<file path="config.mk">
export PLATFORM = sky130hd
export DESIGN_NAME = defuse_round_engine_flat
export DESIGN_NICKNAME = d
export VERILOG_FILES = /design/src/rtl/defuse_pkg.sv /design/src/rtl/defuse_round_engine_if.sv /design/src/rtl/defuse_rule_lut.sv /design/src/rtl/defuse_round_engine.sv /design/src/flat_wrapper.sv
export SDC_FILE = /design/constraint.sdc
export NUM_CORES = 1
export LEC_CHECK = 0
export CORE_ASPECT_RATIO = 0.6
export CORE_MARGIN = 3
export CORE_UTILIZATION = 50
export DETAILED_ROUTE_END_ITERATION = 10
export PLACE_DENSITY = 0.77
export REMOVE_ABC_BUFFERS = 1
export SYNTH_ARGS = -nofsm -noshare
export SYNTH_HDL_FRONTEND = slang
export SYNTH_HIERARCHICAL = 1
export SYNTH_SLANG_ARGS = --single-unit
</file>
<file path="constraint.sdc">
create_clock -name CLK -period 6.3 [get_ports CLK]
set_input_delay 1.26 -clock CLK [delete_from_list [all_inputs] [get_ports CLK]]
set_output_delay 1.26 -clock CLK [all_outputs]
set_load 0.05 [all_outputs]
</file>
<file path="src/rtl/defuse_pkg.sv">
// Shared types and constants for the defuse round engine.
// Covers the FSM state encoding, main-screen rule codes and screen widths.
package defuse_pkg;

    localparam int unsigned SCR_W  = 2;
    localparam int unsigned RIDX_W = 4;
    localparam int unsigned STRK_W = 3;

    typedef enum logic [2:0] {
        S_IDLE,
        S_REQ,
        S_WAIT_RND,
        S_ARMED,
        S_WIN,
        S_LOSS
    } state_t;

    typedef enum logic [1:0] {
        M_LABEL3 = 2'd0,
        M_REPEAT = 2'd1,
        M_FWD    = 2'd2,
        M_REV    = 2'd3
    } main_rule_t;

    // Index width that can address n items, never narrower than one bit.
    function automatic int unsigned idx_w(input int unsigned n);
        return (n < 32'd2) ? 32'd1 : 32'($clog2(n));
    endfunction

endpackage

</file>
<file path="src/rtl/defuse_round_engine_if.sv">
// Screen-generator handshake: the engine requests, the generator answers with one valid beat.
interface defuse_round_engine_if #(
    parameter int unsigned N_SW = 4
) ();
    import defuse_pkg::*;

    logic                    rnd_req;
    logic                    rnd_valid;
    logic [SCR_W-1:0]        rnd_main;
    logic [SCR_W*N_SW-1:0]   rnd_subs;

    modport master (
        output rnd_req,
        input  rnd_valid,
        input  rnd_main,
        input  rnd_subs
    );

    modport slave (
        input  rnd_req,
        output rnd_valid,
        output rnd_main,
        output rnd_subs
    );

endinterface

</file>
<file path="src/rtl/defuse_rule_lut.sv">
// Combinational lookup of the expected answer index for the current round and screens.
module defuse_rule_lut
    import defuse_pkg::*;
#(
    parameter int unsigned N_SW     = 4,
    parameter int unsigned N_ROUNDS = 4,
    parameter int unsigned IW       = idx_w(N_SW)
) (
    input  logic [RIDX_W-1:0]             r,
    input  logic [SCR_W-1:0]              main,
    input  logic [SCR_W*N_SW-1:0]         subs,
    input  logic [N_ROUNDS-1:0][IW-1:0]   history,
    output logic [IW-1:0]                 e_c
);

    logic [IW-1:0] label_idx;
    logic [IW-1:0] prev_idx;
    logic [IW-1:0] rmod;

    always_comb begin
        label_idx = IW'(N_SW - 1);
        prev_idx  = '0;
        rmod      = IW'(int'(r) % int'(N_SW));
        e_c       = '0;

        // Scan downwards so the lowest matching screen wins.
        for (int i = int'(N_SW) - 1; i >= 0; i--) begin
            if (subs[SCR_W*i +: SCR_W] == 2'b11) begin
                label_idx = IW'(i);
            end
        end

        for (int i = 0; i < int'(N_ROUNDS); i++) begin
            if (int'(r) == i + 1) begin
                prev_idx = history[i];
            end
        end

        case (main_rule_t'(main))
            M_LABEL3: e_c = label_idx;
            M_REPEAT: e_c = prev_idx;
            M_FWD:    e_c = rmod;
            M_REV:    e_c = IW'(N_SW - 1) - rmod;
        endcase
    end

endmodule

</file>
<file path="src/rtl/defuse_round_engine.sv">
// Bomb-defuse round sequencer: fetches screens, judges button presses, tracks
// strikes, per-round timeout and saturating score, and reports win/loss.
module defuse_round_engine
    import defuse_pkg::*;
#(
    parameter int unsigned N_SW        = 4,
    parameter int unsigned N_ROUNDS    = 4,
    parameter int unsigned N_LIVES     = 1,
    parameter int unsigned SCORE_W     = 8,
    parameter int unsigned PTS         = 5,
    parameter int unsigned ROUND_TICKS = 30
) (
    input  logic                      CLK,
    input  logic                      RST,
    input  logic                      Game_Enable,
    input  logic                      button,
    input  logic [N_SW-1:0]           switch_position,
    input  logic                      tick,
    defuse_round_engine_if.master     rnd,
    output logic [SCR_W-1:0]          main_disp,
    output logic [SCR_W*N_SW-1:0]     sub_disp,
    output logic [RIDX_W-1:0]         round_idx,
    output logic [STRK_W-1:0]         strikes,
    output logic [SCORE_W-1:0]        Score,
    output logic                      Game_Complete,
    output logic                      game_won
);

    localparam int unsigned IW  = idx_w(N_SW);
    localparam int unsigned TW  = idx_w(ROUND_TICKS + 1);
    localparam int unsigned SW1 = SCORE_W + 1;

    state_t                      state;
    logic                        btn_q;
    logic                        rearm;
    logic [TW-1:0]               tick_cnt;
    logic [N_ROUNDS-1:0][IW-1:0] history;

    logic [IW-1:0]      e_c;
    logic               press_c;
    logic               timeout_c;
    logic               correct_c;
    logic               strike_c;
    logic               last_round_c;
    logic               out_of_lives_c;
    logic [STRK_W-1:0]  strikes_inc_c;
    logic [SW1-1:0]     score_sum_c;
    logic [SCORE_W-1:0] score_sat_c;

    defuse_rule_lut #(
        .N_SW     (N_SW),
        .N_ROUNDS (N_ROUNDS),
        .IW       (IW)
    ) u_rule_lut (
        .r       (round_idx),
        .main    (main_disp),
        .subs    (sub_disp),
        .history (history),
        .e_c     (e_c)
    );

    generate
        if (ROUND_TICKS == 0) begin : g_no_timeout
            assign timeout_c = 1'b0;
        end else begin : g_timeout
            assign timeout_c = tick && (tick_cnt == TW'(ROUND_TICKS - 1));
        end
    endgenerate

    // A press beats a coincident final tick, so the press decides the strike.
    assign press_c        = button & ~btn_q;
    assign correct_c      = (switch_position == (N_SW'(1) << e_c));
    assign strike_c       = press_c ? ~correct_c : timeout_c;
    assign last_round_c   = (round_idx == RIDX_W'(N_ROUNDS - 1));
    assign strikes_inc_c  = strikes + STRK_W'(1);
    assign out_of_lives_c = (strikes_inc_c >= STRK_W'(N_LIVES));
    assign score_sum_c    = SW1'(Score) + SW1'(PTS);
    assign score_sat_c    = score_sum_c[SCORE_W] ? '1 : score_sum_c[SCORE_W-1:0];

    always_ff @(posedge CLK or negedge RST) begin
        if (!RST) begin
            state         <= S_IDLE;
            btn_q         <= 1'b0;
            rearm         <= 1'b1;
            tick_cnt      <= '0;
            history       <= '0;
            rnd.rnd_req   <= 1'b0;
            main_disp     <= '0;
            sub_disp      <= '0;
            round_idx     <= '0;
            strikes       <= '0;
            Score         <= '0;
            Game_Complete <= 1'b0;
            game_won      <= 1'b0;
        end else begin
            btn_q         <= button;
            rnd.rnd_req   <= 1'b0;
            Game_Complete <= 1'b0;
            if (!Game_Enable) begin
                rearm <= 1'b1;
            end

            // Dropping the enable abandons the game silently, keeping the score.
            if (state != S_IDLE && !Game_Enable) begin
                state <= S_IDLE;
            end else begin
                case (state)
                    S_IDLE: begin
                        if (Game_Enable && rearm) begin
                            rearm       <= 1'b0;
                            Score       <= '0;
                            round_idx   <= '0;
                            strikes     <= '0;
                            game_won    <= 1'b0;
                            rnd.rnd_req <= 1'b1;
                            state       <= S_REQ;
                        end
                    end
                    S_REQ: begin
                        state <= S_WAIT_RND;
                    end
                    S_WAIT_RND: begin
                        if (rnd.rnd_valid) begin
                            main_disp <= rnd.rnd_main;
                            sub_disp  <= rnd.rnd_subs;
                            tick_cnt  <= '0;
                            state     <= S_ARMED;
                        end
                    end
                    S_ARMED: begin
                        if (press_c && correct_c) begin
                            for (int i = 0; i < int'(N_ROUNDS); i++) begin
                                if (round_idx == RIDX_W'(i)) begin
                                    history[i] <= e_c;
                                end
                            end
                            Score <= score_sat_c;
                            if (last_round_c) begin
                                Game_Complete <= 1'b1;
                                game_won      <= 1'b1;
                                state         <= S_WIN;
                            end else begin
                                round_idx   <= round_idx + RIDX_W'(1);
                                rnd.rnd_req <= 1'b1;
                                state       <= S_REQ;
                            end
                        end else if (strike_c) begin
                            strikes <= strikes_inc_c;
                            if (out_of_lives_c) begin
                                Game_Complete <= 1'b1;
                                game_won      <= 1'b0;
                                state         <= S_LOSS;
                            end else begin
                                rnd.rnd_req <= 1'b1;
                                state       <= S_REQ;
                            end
                        end else if (tick) begin
                            tick_cnt <= tick_cnt + TW'(1);
                        end
                    end
                    S_WIN, S_LOSS: begin
                        state <= S_IDLE;
                    end
                    default: begin
                        state <= S_IDLE;
                    end
                endcase
            end
        end
    end

endmodule
</file>
<file path="src/flat_wrapper.sv">
// flat-port wrapper written by rule: the top's interface ports become plain ports
module defuse_round_engine_flat import defuse_pkg::*;
#(
    parameter int unsigned N_SW        = 4,
    parameter int unsigned N_ROUNDS    = 4,
    parameter int unsigned N_LIVES     = 1,
    parameter int unsigned SCORE_W     = 8,
    parameter int unsigned PTS         = 5,
    parameter int unsigned ROUND_TICKS = 30
)
  (CLK, RST, Game_Enable, button, switch_position, tick, main_disp, sub_disp, round_idx, strikes, Score, Game_Complete, game_won, rnd_rnd_req, rnd_rnd_valid, rnd_rnd_main, rnd_rnd_subs);
  defuse_round_engine_if #(.N_SW(N_SW)) rnd_i ();
  input  logic CLK;
  input  logic RST;
  input  logic Game_Enable;
  input  logic button;
  input  logic [N_SW-1:0] switch_position;
  input  logic tick;
  output logic [SCR_W-1:0] main_disp;
  output logic [SCR_W*N_SW-1:0] sub_disp;
  output logic [RIDX_W-1:0] round_idx;
  output logic [STRK_W-1:0] strikes;
  output logic [SCORE_W-1:0] Score;
  output logic Game_Complete;
  output logic game_won;
  output wire logic [$bits(rnd_i.rnd_req)-1:0] rnd_rnd_req;
  input wire logic [$bits(rnd_i.rnd_valid)-1:0] rnd_rnd_valid;
  input wire logic [$bits(rnd_i.rnd_main)-1:0] rnd_rnd_main;
  input wire logic [$bits(rnd_i.rnd_subs)-1:0] rnd_rnd_subs;
  assign rnd_rnd_req = rnd_i.rnd_req;
  assign rnd_i.rnd_valid = rnd_rnd_valid;
  assign rnd_i.rnd_main = rnd_rnd_main;
  assign rnd_i.rnd_subs = rnd_rnd_subs;
  defuse_round_engine #(.N_SW(N_SW), .N_ROUNDS(N_ROUNDS), .N_LIVES(N_LIVES), .SCORE_W(SCORE_W), .PTS(PTS), .ROUND_TICKS(ROUND_TICKS)) u_core (.CLK(CLK), .RST(RST), .Game_Enable(Game_Enable), .button(button), .switch_position(switch_position), .tick(tick), .rnd(rnd_i), .main_disp(main_disp), .sub_disp(sub_disp), .round_idx(round_idx), .strikes(strikes), .Score(Score), .Game_Complete(Game_Complete), .game_won(game_won));
endmodule
</file>
* Yosys cells after proc, flatten, opt, wreduce, memory -nomap -nowiden
Cells that the tools add are included.
Cells by class: reduce and logical (&&, ||, !) cells 22, add/sub/neg operators 5, mux-type cells 57, equality and inequality tests 32, $lt $le $gt $ge 1, bitwise operators 4, shift operators 1
Operators by type and width (count):
- 3-bit 2-to-1 mux | 10
- 8-bit 2-to-1 mux | 3
- 1-bit 2-to-1 mux | 23
- 5-bit 2-to-1 mux | 4
- 4-bit AND reduction | 5
- 8-bit case mux with 2 select lines | 1
- 4-bit by 2-bit equality test with 1-bit output, second input constant | 3
- 2-bit 2-to-1 mux | 6
- 4-bit 2-to-1 mux | 3
- 3-bit case mux with 4 select lines | 1
- 6-bit AND reduction | 2
- 2-bit equality test, second input constant | 5
- 2-bit inequality test, second input constant | 5
- 5-bit case mux with 2 select lines | 1
- 5-bit AND reduction | 2
- 8-bit by 3-bit adder with 9-bit output, second input constant | 1
- 3-bit by 1-bit inequality test with 1-bit output, second input constant | 3
- 4-bit by 3-bit equality test with 1-bit output, second input constant | 2
- 2-bit case mux with 4 select lines | 1
- 4-bit case mux with 2 select lines | 1
- 3-bit by 2-bit equality test with 1-bit output, second input constant | 2
- 2-bit by 1-bit inequality test with 1-bit output, second input constant | 3
- 3-bit by 2-bit inequality test with 1-bit output, second input constant | 2
- 3-bit case mux with 2 select lines | 1
- other kinds (24) | 32
Word-level totals: logic and storage cells 138, output and inout bits 28, flip-flop bits (word level) 46

* Logic depth before layout (Yosys ltp)
depth in word-level cells 14, gate-level depth with buffers 11, depth with buffers taken out 9

* Hierarchy
Netlist, hierarchy kept.
Modules (own cells, without submodules):
- defuse_round_engine | area an instance 2449.8 sq um, instances 1, cells an instance 237
- defuse_rule_lut | area an instance 146.4 sq um, instances 1, cells an instance 18

* Least setup slack after synthesis
No wires, ideal clock.
path type register to register, start point reg u_core.round_idx[1], end point reg u_core.Score[2], cell stages (with the launch flop) 12, setup slack 3.022 ns, arrival 3.212 ns, period minus slack after synthesis 3.278 ns, path through dfrtp_1 > mux2_2 > a22oi_1 > nor2_1 > a211o_2 > buf_6 > nor4b_4 > a311oi_2 > or4_4 > buf_2 > a22oi_1 > o22a_1
On the way: cells in the longest elaborated chain, start to end 11, elaborated cells on any way between the ends 15
RTL lines:
- start, declared | line defuse_round_engine.sv:22 | output logic [RIDX_W-1:0] round_idx,
- start signal, assigned | line defuse_round_engine.sv:143 | round_idx <= round_idx + RIDX_W'(1);
- 4-bit by 2-bit equality test with 1-bit output | line defuse_rule_lut.sv:34 | if (int'(r) == i + 1) begin
- 2-bit 2-to-1 mux (3 in a row) | line defuse_rule_lut.sv:34
- 2-bit 2-to-1 mux * | line defuse_rule_lut.sv:34
- 2-bit case mux with 4 select lines * | line defuse_rule_lut.sv:39 | case (main_rule_t'(main))
- via u_core.e_c[0] | line defuse_round_engine.sv:39 | logic [IW-1:0] e_c;
- 1-bit by 2-bit left shift with 4-bit output * | line defuse_round_engine.sv:72 | assign correct_c = (switch_position == (N_SW'(1) << e_c));
- 4-bit equality test * | line defuse_round_engine.sv:72
- 1-bit logical AND * | line defuse_round_engine.sv:131 | if (press_c && correct_c) begin
- 2-bit by 1-bit inequality test with 1-bit output (no line) *
- 4-bit AND reduction (no line) *
- end signal, assigned | line defuse_round_engine.sv:137 | Score <= score_sat_c;
- end, declared | line defuse_round_engine.sv:24 | output logic [SCORE_W-1:0] Score,
Mark *: on every way through the listed nets, which the timed path passes. The rest lies on a longest branch. A chain may end at the register's enable or synchronous reset.

* Worst setup path in the final report
start point reg u_core.main_disp[0], end point reg u_core/history[2] in the netlist's numbering
On the way: cells in the longest elaborated chain, start to end 6, elaborated cells on any way between the ends 9
RTL lines:
- start, declared | line defuse_round_engine.sv:20 | output logic [SCR_W-1:0] main_disp,
- start signal, assigned | line defuse_round_engine.sv:124 | main_disp <= rnd.rnd_main;
- 2-bit equality test (tied with other cells) | line defuse_rule_lut.sv:39
- 2-bit case mux with 4 select lines * | line defuse_rule_lut.sv:39
- via u_core.e_c[1] | line defuse_round_engine.sv:39
- 1-bit by 2-bit left shift with 4-bit output * | line defuse_round_engine.sv:72
- 4-bit equality test * | line defuse_round_engine.sv:72
- 1-bit logical AND * | line defuse_round_engine.sv:131
- 4-bit AND reduction (no line) *
- end signal, assigned | line defuse_round_engine.sv:86 | history <= '0;
- end signal, assigned by index | line defuse_round_engine.sv:134 | history[i] <= e_c;
- end, declared | line defuse_round_engine.sv:37 | logic [N_ROUNDS-1:0][IW-1:0] history;
Marks and branches as above.

==> impl_results.md <==
* Outcome: complete, no violations
* Cell taking the most area after synthesis: dfrtp_1
* Num CTS Buffers at 5
* GRT overflow at 0
* Cell area after layout at 0.00318 sq mm
* Slew @ Worst Pin at 1.15 ns
* Slew Viols, Final at 0
* Largest family of logic cells by synthesized area: simple AND/OR/NAND/NOR gates
* Mux contribution to synthesized area at 0.107
* Initial Util at 0.543
* CTS tree: yes
* Final min period at 3.96 ns
* Area grow syn2layout at 22.6%
* Critical path, cell by cell: or3b_1 -> or2_2 -> o21ai_0 -> a21boi_0 -> o21a_1 -> nor4_1 -> nand2_1 -> mux2_2
* IO Pins at 48
* CP max-delay cell: o21ai_0
* Largest net degree at the start of global routing at 47
* Post-synthesis compound-gate area fraction at 0.151
* Crit path DAT at 4.15 ns
* Most used flip-flop cell after synthesis: dfrtp_1
* Ant diodes at 0
* Vias in the first global route at 1,906
* Setup slack after layout at 2.34 ns
* Dpl hpwl at 4260 microns
* Final Hold Viols at 0
* H-tree levels at 2
* #FFs+latches synth at 46
* Nets at 329
* Commonest non-fill, non-tap cell in the layout: clkdlybuf4s50_1
* DIE WIDTH at 99.0 microns
* Share of the synthesized area in the top cell type at 0.434
* Critical path required time at 6.49 ns
* Cells after Synth at 255
* # setup viols final at 0
* RSZ-0062 raised after global routing: false
* Final WL at 5850 microns
* Post-Synth XOR/XNOR Area at 0.0202
* Startpoint types: register
* Port bufs at 47
* Core area at 0.00478 sq mm
* Vert. Die Dim at 61.8 microns
* Max_cap viols at 0
* Crit path max fanout at 10
* Post-synth EDFFs at 0
* Hold buffers post-CTS at 0
* Initial antenna violation count at 0
* Root cell of the clock tree: clkbuf_8
* Top post-synthesis cells by area: dfrtp_1, mux2_2, ha_1
* Die area at 0.00612 sq mm
* Unique cell type count in the Yosys netlist at 54
* Tcrit/Tclk final at 0.629
* First-pass GRT wire length at 9600 microns
* Pwr/cell area at 335 mW/mm^2
* Worst vdd ir at 0.000185 V
* Layout cells sized above 1 at 0.136
* Sequential share of the synthesized area at 0.444
* Final RePlAce weighted congestion at 0.889
* Post-DRT Antenna Nets at 0
* Crit. End Element: register
* All-layer global routing usage at 0.203
* # rows at 19
* Drt pass-1 iters at 5
* Delay of the slowest critical-path stage at 0.91 ns
* Syn avg cell area at 10.2 sq um
* Worst min-delay path class: register to register
* Placed cell count at 356
* Routed len/inst at 16.1 microns
* Leak Pwr at 1.33 nW
* Placed Area at 0.00309 sq mm
* Post-Layout Cell Count at 364
* Path type of the worst setup path: register to register
* Setup TNS at 0 ns
* Post-synth ARST share at 1.00
* Total power at 1.07 mW
* Vias per cell at 5.87
* Post-synthesis instance area at 0.00260 sq mm
* Max Root-Sink Buffers at 2
* Vias at 2,138
* Clk_lat worst skew at 0.30 ns
* Cts repair resizes at 0
* Post-CTS setup repair buffer count at 0
* Drt initial violations at 123
* Skew final at 0.00832 ns
* Simple-gate share of the synthesized area at 0.195
* Fmax at 0.252 GHz
* Post-Synth Adder-Cell Area at 0.0434
* Commonest non-fill, non-tap cells in the layout: clkdlybuf4s50_1, dfrtp_1, mux2_2
* Clock Pin Slew Worst Setup and Hold Paths at 0.08 ns
* # clock sinks at 46
* Slew headroom at 0.224
* Syn. warnings at 6
* DRC violations left at 0
* Setup WS pre-CTS at 2.45 ns
-- per-stage QoR --
stage,util,hold WS [ns]
floorplan,-,0.474
global placement,0.647,0.487
detailed placement,0.647,0.494
CTS,0.666,0.514
global route,0.666,0.521
finish,0.666,0.511
-- path summary, 6_finish.rpt --
check	startpoint	to	slack, ns	depth (start not counted)
worst max-delay path	u_core/main_disp[0]	u_core/history[2]	2.34	8
min in group asynchronous	RST	u_core/history[0]	1.13	1
max in group asynchronous	RST	u_core/sub_disp[0]	4.54	1
worst min-delay path	u_core/sub_disp[6]	u_core/sub_disp[6]	0.51	1
worst max register to register	u_core/main_disp[0]	u_core/history[2]	2.34	8
worst min register to register	u_core/sub_disp[6]	u_core/sub_disp[6]	0.51	1
-- metal layers --
metal,routed length (microns),GRT usage,up-vias
li1,-,-,1025
met4,43,0.0525,0
met3,326,0.0412,5
met5,0,0,-
met2,2430,0.293,76
met1,3060,0.313,1032
-- kinds of logic (layout without fill, tap and decap cells) --
kind of cell | after synthesis | in the layout
AO/OA/AOI/OAI | 59 | 59
adder cells (fa/ha/maj) | 9 | 9
XOR/XNOR | 6 | 6
AND/OR/NAND/NOR | 87 | 87
flip-flops | 46 | 46
multiplexers | 25 | 25
buffers and inverters | 23 | 69
-- final cells by class --
type,count,area (sq um)
clock buffer,7,86.3
clock inverter,1,5.00
fill,393,1600
inverter,14,52.6
multi-input combinational,186,1340
sequential,46,1150
tap,63,78.8
timing repair buffer,47,465
-- flip-flops by register name, indices dropped and copies added, names as in the netlist, 2 cells and up --
signal	count
u_core/round_idx	4
u_core/main_disp	2
u_core/strikes	3
u_core/Score	8
u_core/history	8
u_core/sub_disp	8
u_core/tick_cnt	5
u_core/state	3
-- Yosys cell counts, drive strengths merged (4+ instances only) --
library cell and count:
nand2 16, nor2b 5, dfrtp 45, nor3 4, nor2 14, nand2b 6, nand3 14, inv 14
a21oi 10, ha 9, nor4 6, a31oi 4, o21ai 18, buf 8, xor2 4, mux2 22
-- critical path, delay by kind of cell (launching register included) --
family           cells  cell delay [ns]
multiplexers         1             0.32
AND/OR/NAND/NOR      4             1.67
AO/OA/AOI/OAI        3             1.41
flip-flops           1             0.45
-- report_power, final --
| part | switching (mW) | internal [mW] |
|---|---|---|
| clock | 0.0995 | 0.0887 |
| sequential | 0.0513 | 0.345 |
| combinational | 0.303 | 0.181 |
| total | 0.453 | 0.614 |
Power figures use the tool's default switching activity.
